`src/rtl/apb_arb_pkg.sv`:
```
// Shared definitions for the APB command arbiter: FSM state encoding and
// the bridge's slave address map.
package apb_arb_pkg;

  typedef logic [1:0] state_t;

  localparam state_t ST_IDLE = 2'd0;
  localparam state_t ST_BUSY = 2'd1;
  localparam state_t ST_RESP = 2'd2;

  // Slave address map seen behind the bridge
  localparam logic [7:0] ADDR_MEM_BASE = 8'h00;
  localparam logic [7:0] ADDR_GPIO_DIR = 8'h10;
  localparam logic [7:0] ADDR_GPIO_IN  = 8'h11;
  localparam logic [7:0] ADDR_GPIO_OUT = 8'h12;
  localparam logic [7:0] ADDR_UART_TX  = 8'h20;
  localparam logic [7:0] ADDR_UART_RX  = 8'h21;

endpackage

```
`src/rtl/rr_pick.sv`:
```
// Combinational round-robin selector: the first set request bit found
// searching upward from last+1, wrapping around.
module rr_pick #(
  parameter int NUM_REQ = 3,
  parameter int IDX_W   = 2
) (
  input  logic [NUM_REQ-1:0] req,
  input  logic [IDX_W-1:0]   last,
  output logic [NUM_REQ-1:0] grant,
  output logic [IDX_W-1:0]   idx
);

  // Scan candidates last+1 .. last+NUM_REQ (mod NUM_REQ); first hit wins
  always_comb begin
    int  cand;
    logic found;
    grant = '0;
    idx   = '0;
    found = 1'b0;
    cand  = 0;
    for (int off = 1; off <= NUM_REQ; off++) begin
      cand = (int'(last) + off) % NUM_REQ;
      if (!found && req[cand]) begin
        found       = 1'b1;
        idx         = IDX_W'(cand);
        grant[cand] = 1'b1;
      end
    end
  end

endmodule

```
`src/rtl/apb_cmd_arbiter.sv`:
```
// Round-robin arbiter sharing the APB bridge command port among NUM_REQ
// requesters.
//
// Handshake: a requester raises req[i] with its rw/addr/wdata stable and
// holds it until it sees done[i]; gnt[i] is high while it owns the bridge.
// done[i] is a one-cycle pulse carrying rsp_rdata/rsp_err/rsp_timeout. A req
// still high after done counts as a fresh request. Toward the bridge,
// transfer is held high until pdone (or timeout) and then low for at least
// two cycles before the next command.
module apb_cmd_arbiter #(
  parameter int NUM_REQ = 3,
  parameter int ADDR_W  = 8,
  parameter int DATA_W  = 8,
  parameter int TIMEOUT = 1024,
  parameter int TO_W    = 11
) (
  input  logic                      pclk,
  input  logic                      preset,
  input  logic [NUM_REQ-1:0]        req,
  input  logic [NUM_REQ-1:0]        req_rw,
  input  logic [NUM_REQ*ADDR_W-1:0] req_addr,
  input  logic [NUM_REQ*DATA_W-1:0] req_wdata,
  output logic [NUM_REQ-1:0]        gnt,
  output logic [NUM_REQ-1:0]        done,
  output logic [DATA_W-1:0]         rsp_rdata,
  output logic                      rsp_err,
  output logic                      rsp_timeout,
  output logic                      transfer,
  output logic                      read_write,
  output logic [ADDR_W-1:0]         wr_addr,
  output logic [ADDR_W-1:0]         rd_addr,
  output logic [DATA_W-1:0]         wr_data,
  input  logic                      pdone,
  input  logic [DATA_W-1:0]         final_pr_data,
  input  logic                      plsverr,
  output logic [1:0]                dbg_state
);
  import apb_arb_pkg::*;

  localparam int IDX_W = (NUM_REQ > 2) ? 2 : 1;
  localparam logic [IDX_W-1:0] LAST_RST = IDX_W'(NUM_REQ - 1);

  state_t              state, state_nx;
  logic [IDX_W-1:0]    last, owner;
  logic                lat_rw;
  logic [ADDR_W-1:0]   lat_addr;
  logic [DATA_W-1:0]   lat_wdata;
  logic [TO_W-1:0]     cnt;

  logic [NUM_REQ-1:0]  pick_oh;
  logic [IDX_W-1:0]    pick_idx;
  logic                any_req;
  logic                timeout_hit;
  logic                finish;

  // Command source: the fresh pick while idle, otherwise the latched command
  logic [IDX_W-1:0]    cmd_idx;
  logic                cmd_rw;
  logic [ADDR_W-1:0]   cmd_addr;
  logic [DATA_W-1:0]   cmd_wdata;

  // Next values of the registered outputs
  logic [NUM_REQ-1:0]  gnt_d, done_d;
  logic [DATA_W-1:0]   rsp_rdata_d, wr_data_d;
  logic                rsp_err_d, rsp_timeout_d, transfer_d, read_write_d;
  logic [ADDR_W-1:0]   wr_addr_d, rd_addr_d;

  rr_pick #(.NUM_REQ(NUM_REQ), .IDX_W(IDX_W)) u_pick (
    .req   (req),
    .last  (last),
    .grant (pick_oh),
    .idx   (pick_idx)
  );

  assign any_req     = |req;
  assign timeout_hit = (cnt == TO_W'(TIMEOUT - 1));
  assign dbg_state   = state;

  // State register
  always_ff @(posedge pclk) begin
    if (preset) state <= ST_IDLE;
    else        state <= state_nx;
  end

  // Next-state logic; pdone only matters in BUSY
  always_comb begin
    state_nx = state;
    case (state)
      ST_IDLE: if (any_req) state_nx = ST_BUSY;
      ST_BUSY: if (pdone || timeout_hit) state_nx = ST_RESP;
      ST_RESP: state_nx = ST_IDLE;
      default: state_nx = ST_IDLE;
    endcase
  end

  // Grant pointer, latched command and BUSY cycle counter
  always_ff @(posedge pclk) begin
    if (preset) begin
      last      <= LAST_RST;
      owner     <= '0;
      lat_rw    <= 1'b0;
      lat_addr  <= '0;
      lat_wdata <= '0;
      cnt       <= '0;
    end else begin
      if (state == ST_IDLE && any_req) begin
        last      <= pick_idx;
        owner     <= pick_idx;
        lat_rw    <= cmd_rw;
        lat_addr  <= cmd_addr;
        lat_wdata <= cmd_wdata;
      end
      if (state == ST_BUSY) cnt <= cnt + TO_W'(1);
      else                  cnt <= '0;
    end
  end

  // Output decode from the upcoming state so every output is registered
  always_comb begin
    if (state == ST_IDLE) begin
      cmd_idx   = pick_idx;
      cmd_rw    = req_rw[pick_idx];
      cmd_addr  = req_addr[int'(pick_idx)*ADDR_W +: ADDR_W];
      cmd_wdata = req_wdata[int'(pick_idx)*DATA_W +: DATA_W];
    end else begin
      cmd_idx   = owner;
      cmd_rw    = lat_rw;
      cmd_addr  = lat_addr;
      cmd_wdata = lat_wdata;
    end
    finish        = (state == ST_BUSY) && (state_nx == ST_RESP);
    transfer_d    = (state_nx == ST_BUSY);
    read_write_d  = transfer_d && cmd_rw;
    rd_addr_d     = (transfer_d && cmd_rw)  ? cmd_addr  : '0;
    wr_addr_d     = (transfer_d && !cmd_rw) ? cmd_addr  : '0;
    wr_data_d     = (transfer_d && !cmd_rw) ? cmd_wdata : '0;
    gnt_d         = (state_nx != ST_IDLE) ? (NUM_REQ'(1) << cmd_idx) : '0;
    done_d        = finish ? (NUM_REQ'(1) << owner) : '0;
    rsp_rdata_d   = (finish && pdone && lat_rw) ? final_pr_data : '0;
    rsp_err_d     = finish && (pdone ? plsverr : 1'b1);
    rsp_timeout_d = finish && !pdone;
  end

  // Output registers
  always_ff @(posedge pclk) begin
    if (preset) begin
      gnt         <= '0;
      done        <= '0;
      rsp_rdata   <= '0;
      rsp_err     <= 1'b0;
      rsp_timeout <= 1'b0;
      transfer    <= 1'b0;
      read_write  <= 1'b0;
      wr_addr     <= '0;
      rd_addr     <= '0;
      wr_data     <= '0;
    end else begin
      gnt         <= gnt_d;
      done        <= done_d;
      rsp_rdata   <= rsp_rdata_d;
      rsp_err     <= rsp_err_d;
      rsp_timeout <= rsp_timeout_d;
      transfer    <= transfer_d;
      read_write  <= read_write_d;
      wr_addr     <= wr_addr_d;
      rd_addr     <= rd_addr_d;
      wr_data     <= wr_data_d;
    end
  end

endmodule

```
`config.mk`:
```
export PLATFORM = sky130hd
export DESIGN_NAME = apb_cmd_arbiter
export DESIGN_NICKNAME = d
export VERILOG_FILES = /design/src/rtl/apb_arb_pkg.sv /design/src/rtl/rr_pick.sv /design/src/rtl/apb_cmd_arbiter.sv
export SDC_FILE = /design/constraint.sdc
export NUM_CORES = 1
export LEC_CHECK = 0
export CORE_ASPECT_RATIO = 2
export CORE_UTILIZATION = 35
export DETAILED_ROUTE_END_ITERATION = 7
export HOLD_SLACK_MARGIN = 0.05
export PLACE_DENSITY_LB_ADDON = 0.05
export SLEW_MARGIN = 20
export SYNTH_ARGS = -nofsm -noshare
export SYNTH_HDL_FRONTEND = slang
export SYNTH_SLANG_ARGS = --single-unit
```
`constraint.sdc`:
```
create_clock -name pclk -period 2.5 [get_ports pclk]
set_input_delay 0.375 -clock pclk [delete_from_list [all_inputs] [get_ports pclk]]
set_output_delay 0.375 -clock pclk [all_outputs]
set_load 0.02 [all_outputs]
```
==> After elaboration in Yosys (flattened, before gate mapping) <==
Cells that the tools add are included.
{ "op_classes": {"n_addsub": 4, "div_mod_pow": 3, "n_lt_le_gt_ge": 4, "n_eq_ne": 4, "n_shift": 4, "muxes": 24, "bitwise": 6, "n_reduce_logical": 24} }
{ "op_table": {"columns": ["operator", "count"], "rows": [
  ["$lt A32 B4 Y1 const B", 3],
  ["$mod A32 B3 Y32 const B", 3],
  ["$shiftx A24 B6 Y8", 2],
  ["$mux W8", 2],
  ["$mux W2", 6],
  ["$reduce_or A2 Y1", 6],
  ["$add A11 B1 Y11 const B", 1],
  ["$eq A11 B10 Y1 const B", 1],
  ["$mux W1", 11],
  ["$logic_and A1 B1 Y1", 10],
  ["$bmux W1 S2", 4],
  ["$add A2 B2 Y3 const B", 2],
  ["$not A1 Y1", 6],
  ["$shl A1 B2 Y3 const A", 2],
  ["$eq A2 B1 Y1 const B", 2],
  ["$logic_not A1 Y1", 4],
  ["$pmux W2 S2", 1],
  ["$add A2 B1 Y3 const B", 1],
  ["$lt A2 B3 Y1 const B", 1],
  ["$reduce_or A3 Y1", 1],
  ["$eq A2 B2 Y1 const B", 1],
  ["$logic_not A2 Y1", 1],
  ["$reduce_bool A2 Y1", 1],
  ["$logic_or A1 B1 Y1", 1]
]} }
{ "totals": {"ff_bits": 76, "input_bits": 66, "output_inout_bits": 44, "elab_cells": 90} }

==> Logic depth before layout (Yosys ltp) <==
{ "depth": {"depth_word": 19, "ltp_mapped": 10, "mapped_depth_nobuf": 8} }

==> Hierarchy <==
Synthesis repeated with hierarchy kept, for this count alone.
{ "unflattened": {"cells_unflattened": 366, "area_unflattened_um2": 3400.8} }
{ "modules_own_cells": {"columns": ["mod", "n_inst", "cells_each", "area_each_um2", "seq_area_each_um2"], "rows": [
  ["apb_cmd_arbiter", 1, 331, 3141.8, 1501.4],
  ["rr_pick", 1, 35, 259.0, 0.0]
]} }

==> Worst setup path before layout <==
No wires, ideal clock.
{ "synth_timing": {"path_kind": "reg-to-reg", "startpoint": "register last[0]", "endpoint": "register wr_data[6]", "setup_ps": 103, "arrival_ps": 2094, "required_time_ps": 2397, "path_slack_ps": 303, "path_stages_with_launch": 9, "n_path_buf": 1, "period_less_slack_ps": 2197, "path_cell_list": "dfxtp_1 inv_1 ha_1 maj3_2 o221ai_2 mux2i_1 o211ai_4 buf_6 a2111oi_2"} }
{ "synth_between": {"elab_chain_cells": 19, "word_cells_on_any_way": 33, "cone_classes": "add/sub (3); div (3); shift (1); mux (18); bitwise (1); reduce/logical (7)"} }
{ "synth_lines": {"columns": ["element", "line", "source"], "rows": [
  ["start, declared", "apb_cmd_arbiter.sv:44", "logic [IDX_W-1:0] last, owner;"],
  ["start signal, assigned", "apb_cmd_arbiter.sv:107", "last <= pick_idx;"],
  ["$add A2 B1 Y3", "rr_pick.sv:22", "cand = (int'(last) + off) % NUM_REQ;"],
  ["$mod A32 B3 Y32", "rr_pick.sv:22", null],
  ["$bmux W1 S2", "rr_pick.sv:23", "if (!found && req[cand]) begin"],
  ["$mux W1 (not written as such) (2 in series)", "rr_pick.sv:23", null],
  ["$mux W1", "rr_pick.sv:23", null],
  ["$logic_not A1 Y1", "rr_pick.sv:23", null],
  ["$logic_and A1 B1 Y1", "rr_pick.sv:23", null],
  ["$mux W1", "rr_pick.sv:23", null],
  ["[... 2 more ...]", null, null],
  ["$mux W2 (*)", "rr_pick.sv:23", null],
  ["$bmux W1 S2", "apb_cmd_arbiter.sv:122", "cmd_rw = req_rw[pick_idx];"],
  ["$mux W1 (not written as such)", "apb_cmd_arbiter.sv:122", null],
  ["$mux W1", "apb_cmd_arbiter.sv:120", "if (state == ST_IDLE) begin"],
  ["$logic_not A1 Y1", "apb_cmd_arbiter.sv:136", "wr_data_d = (transfer_d && !cmd_rw) ? cmd_wdata : '0;"],
  ["$logic_and A1 B1 Y1", "apb_cmd_arbiter.sv:136", null],
  ["$not A1 Y1 (no source line)", null, null],
  ["$reduce_or A2 Y1 (no source line)", null, null],
  ["end signal, assigned", "apb_cmd_arbiter.sv:167", "wr_data <= wr_data_d;"],
  ["end, declared", "apb_cmd_arbiter.sv:32", "output logic [DATA_W-1:0] wr_data,"]
]} }
Every way passes the cells marked *; elsewhere a longest branch is shown, timed or not. The select of a mux whose other input is x is not followed.
A chain may end at the register's enable or synchronous reset.

==> Worst setup path after layout <==
{ "layout_timing": {"startpoint": "register last[0]", "endpoint": "register wr_addr[2]"} }
{ "layout_between": {"elab_chain_cells": 19, "word_cells_on_any_way": 33, "cone_classes": "add/sub (3); div (3); shift (1); mux (18); bitwise (1); reduce/logical (7)"} }
{ "layout_lines": {"columns": ["element", "line", "source"], "rows": [
  ["$add A2 B1 Y3", "rr_pick.sv:22", null],
  ["$mod A32 B3 Y32", "rr_pick.sv:22", null],
  ["$bmux W1 S2", "rr_pick.sv:23", null],
  ["$mux W1 (not written as such) (2 in series)", "rr_pick.sv:23", null],
  ["$mux W1", "rr_pick.sv:23", null],
  ["$logic_not A1 Y1", "rr_pick.sv:23", null],
  ["$logic_and A1 B1 Y1", "rr_pick.sv:23", null],
  ["$mux W1", "rr_pick.sv:23", null],
  ["[... 2 more ...]", null, null],
  ["$mux W2 (*)", "rr_pick.sv:23", null],
  ["$bmux W1 S2", "apb_cmd_arbiter.sv:122", null],
  ["$mux W1 (not written as such)", "apb_cmd_arbiter.sv:122", null],
  ["$mux W1", "apb_cmd_arbiter.sv:120", null],
  ["$logic_not A1 Y1", "apb_cmd_arbiter.sv:135", "wr_addr_d = (transfer_d && !cmd_rw) ? cmd_addr : '0;"],
  ["$logic_and A1 B1 Y1", "apb_cmd_arbiter.sv:135", null],
  ["$not A1 Y1 (no source line)", null, null],
  ["$reduce_or A2 Y1 (no source line)", null, null],
  ["end signal, assigned", "apb_cmd_arbiter.sv:165", "wr_addr <= wr_addr_d;"],
  ["end, declared", "apb_cmd_arbiter.sv:30", "output logic [ADDR_W-1:0] wr_addr,"]
]} }
Marks and branches as above.

==> out/qor.txt <==
status: complete, no violations
critical path type: reg -> reg
count leader, synth: dfxtp_1
CTS H-tree lvls: 3
# setup viols final: 0
top_reg_cell synth: dfxtp_1
Startpoint Class: flip-flop
Worst Tran Pin Value: 0.685 ns
top cell type's share of synthesized area: 0.482
CTS buffer count: 9
clk root buf: clkbuf_16
clock skew: 0.00728 ns
register area share after synthesis: 0.482
PwrDens: 746 mW/mm^2
Port Buffers: 109
drt total wl: 8.52 mm
clock sinks: 75
Skew-Pair Late Insertion Delay: 0.33 ns
Lkg Pwr: 1.93 nW
Synth Instances: 319
routability cong.: 0.794
min-delay src: lat_addr[5]
Async S/R FF share, synth: 0
Worst Hold Class: reg -> reg
CTS tree: yes
final slew viol count: 0
via count: 2766
RSZ-0062 raised after global routing: no
synth warn: 0
largest cells by area after synthesis: dfxtp_1 (48%), nor2_1 (5.9%), mux2i_1 (5.5%)
vias in the first global route: 2766
fin area: 0.00463 mm^2
relative slew slack: 0.538
pre-CTS WS: -0.147 ns
Placed Area: 0.00436 mm^2
critical path peak fanout: 9
Post-synth EDFFs: 0
max cap viols: 0
area of the multi-input gates: 0.00149 mm^2
total grt overflow: 0
kind of end point of the critical path: flip-flop
arrival time of the worst setup path: 2.55 ns
Routed Antenna Nets: 0
share of cells above drive strength 1: 0.102
Yosys reg bits: 75
total track usage: 0.197
area grow syn2layout: 48.6%
syn_area_per_cell: 9.77 um^2
IO Count: 110
Die Y: 135 um
core area: 0.00865 mm^2
Final WS setup: 0.170 ns
HPWL Detailed: 6.36 mm
chip width: 68.7 um
1st-iter DRT viols: 71
non-filler cells, final: 540
synthesized area: 0.00312 mm^2
die area: 0.00931 mm^2
power consumption: 0.00346 W
Rows: 48
Synth area leader: dfxtp_1
FMAX: 429 MHz
DRC: 0
Synth Net Count: 388
# hold bufs at CTS: 0
Finished Core Util: 0.535
FF-to-FF Start: last[0]
vias per cell: 5.12
CTS Buffer Depth: 2
initial core utilization: 0.360
CP startpoint: last[0]
Max VDD drop: 0.405 mV
# fillers: 832
top post-synthesis cells by count: dfxtp_1 (75), nor2_1 (49), a21o_1 (17), a21oi_1 (17), mux2i_1 (17)
period utilisation layout: 0.932
nets: 506
Tmin final: 2.33 ns
Reg clk slew, reported paths: 0.06 ns
Yosys cell types: 45
TritonRoute pass-1 iters: 4
Final Hold Fails: 0
Crit path required time: 2.72 ns
ant diodes: 0
initial antenna violation count: 0
dpl cells: 526
wire length per cell: 15.8 um
sequential cell area: 0.00150 mm^2
first-pass GRT wire length: 13.2 mm
largest net degree at the start of global routing: 21
registers in the layout, indices dropped and copies added, names as in the netlist:
register,cells
dbg_state,2
owner,1
lat_wdata,8
lat_rw,1
lat_addr,8
gnt,3
wr_addr,8
rd_addr,8
read_write,1
wr_data,8
rsp_err,1
last,2
rsp_rdata,8
cnt,11
done,3
rsp_timeout,1
transfer,1
per-stage QoR:
| step | TNS, ns | hold slack, ns |
|---|---|---|
| after floorplan | 0 | 0.426 |
| after global routing | 0 | 0.469 |
| after CTS | 0 | 0.453 |
| final | 0 | 0.453 |
| after detailed placement | -1.34 | 0.440 |
| after global placement | -0.619 | 0.433 |
power by group:
| part | switching, W | internal, W |
|---|---|---|
| clock | 0.000466 | 0.000713 |
| sequential | 0.0000534 | 0.00132 |
| combinational | 0.000476 | 0.000430 |
timing repair:
action | CTS | global route
setup buffers | 0 | 0
endpoints found under the setup margin | 0 | 2
endpoints found under the hold margin | 0 | 0
resized for setup | 0 | 1
cells in the final DEF, fill, tap and decap left out, types with 2 or more instances in the layout:
cell	count
clkdlybuf4s50_1	109
dfxtp_1	75
nor2_1	48
a21oi_1	17
mux2i_1	17
a21o_1	17
buf_4	15
nor3_1	13
and2_1	11
o21ai_0	11
nor2b_1	10
and3_1	9
a2111oi_1	9
clkbuf_16	9
a221oi_1	8
inv_1	7
a2111oi_2	7
nand3_1	5
xor2_1	4
xnor2_1	3
ha_1	3
or2_2	2
nand2b_1	2
nand4_1	2
nand2_1	2
clkbuf_8	2
critical path, stage by stage, from the launching register on:
cell and delay (ns):
dfxtp_1 0.31, buf_4 0.15, ha_1 0.23, maj3_2 0.32
o221ai_2 0.21, mux2i_1 0.11, buf_4 0.15, o211ai_4 0.41
buf_4 0.25, nor2b_1 0.06
logic make-up after synthesis:
kind of cell | count (synthesis) | synth area share
and+or+nand+nor | 111 | 0.179
AOI/OAI and AO/OA | 80 | 0.208
DFF | 75 | 0.482
buffers and inverters | 25 | 0.0422
muxes | 17 | 0.0546
xor gates and xnor gates | 7 | 0.0197
adders and majority gates | 4 | 0.0157
layout make-up:
type / instances / share of cell area
inverters: 7 / 0.00567
multi-input cells: 219 / 0.323
well taps: 100 / 0.0270
clock inverters: 2 / 0.00270
flip-flops and latches: 75 / 0.324
repair buffers: 125 / 0.262
clock buffers: 12 / 0.0554
worst paths after layout:
check	endpoint	slack [ns]	depth (start not counted)
worst min register to register	lat_addr[5]	0.45	1
worst min-delay path	lat_addr[5]	0.45	1
worst max register to register	wr_addr[2]	0.17	9
worst max-delay path	wr_addr[2]	0.17	9
routing by layer:
metal	up-vias	global-route usage	routed length (um)
met4	0	0.0952	226
met2	94	0.361	4670
met3	16	0.0480	495
li1	1376	-	-
met1	1280	0.194	3130
met5	-	0	0
Note: power is estimated with default switching activity, not from simulation.
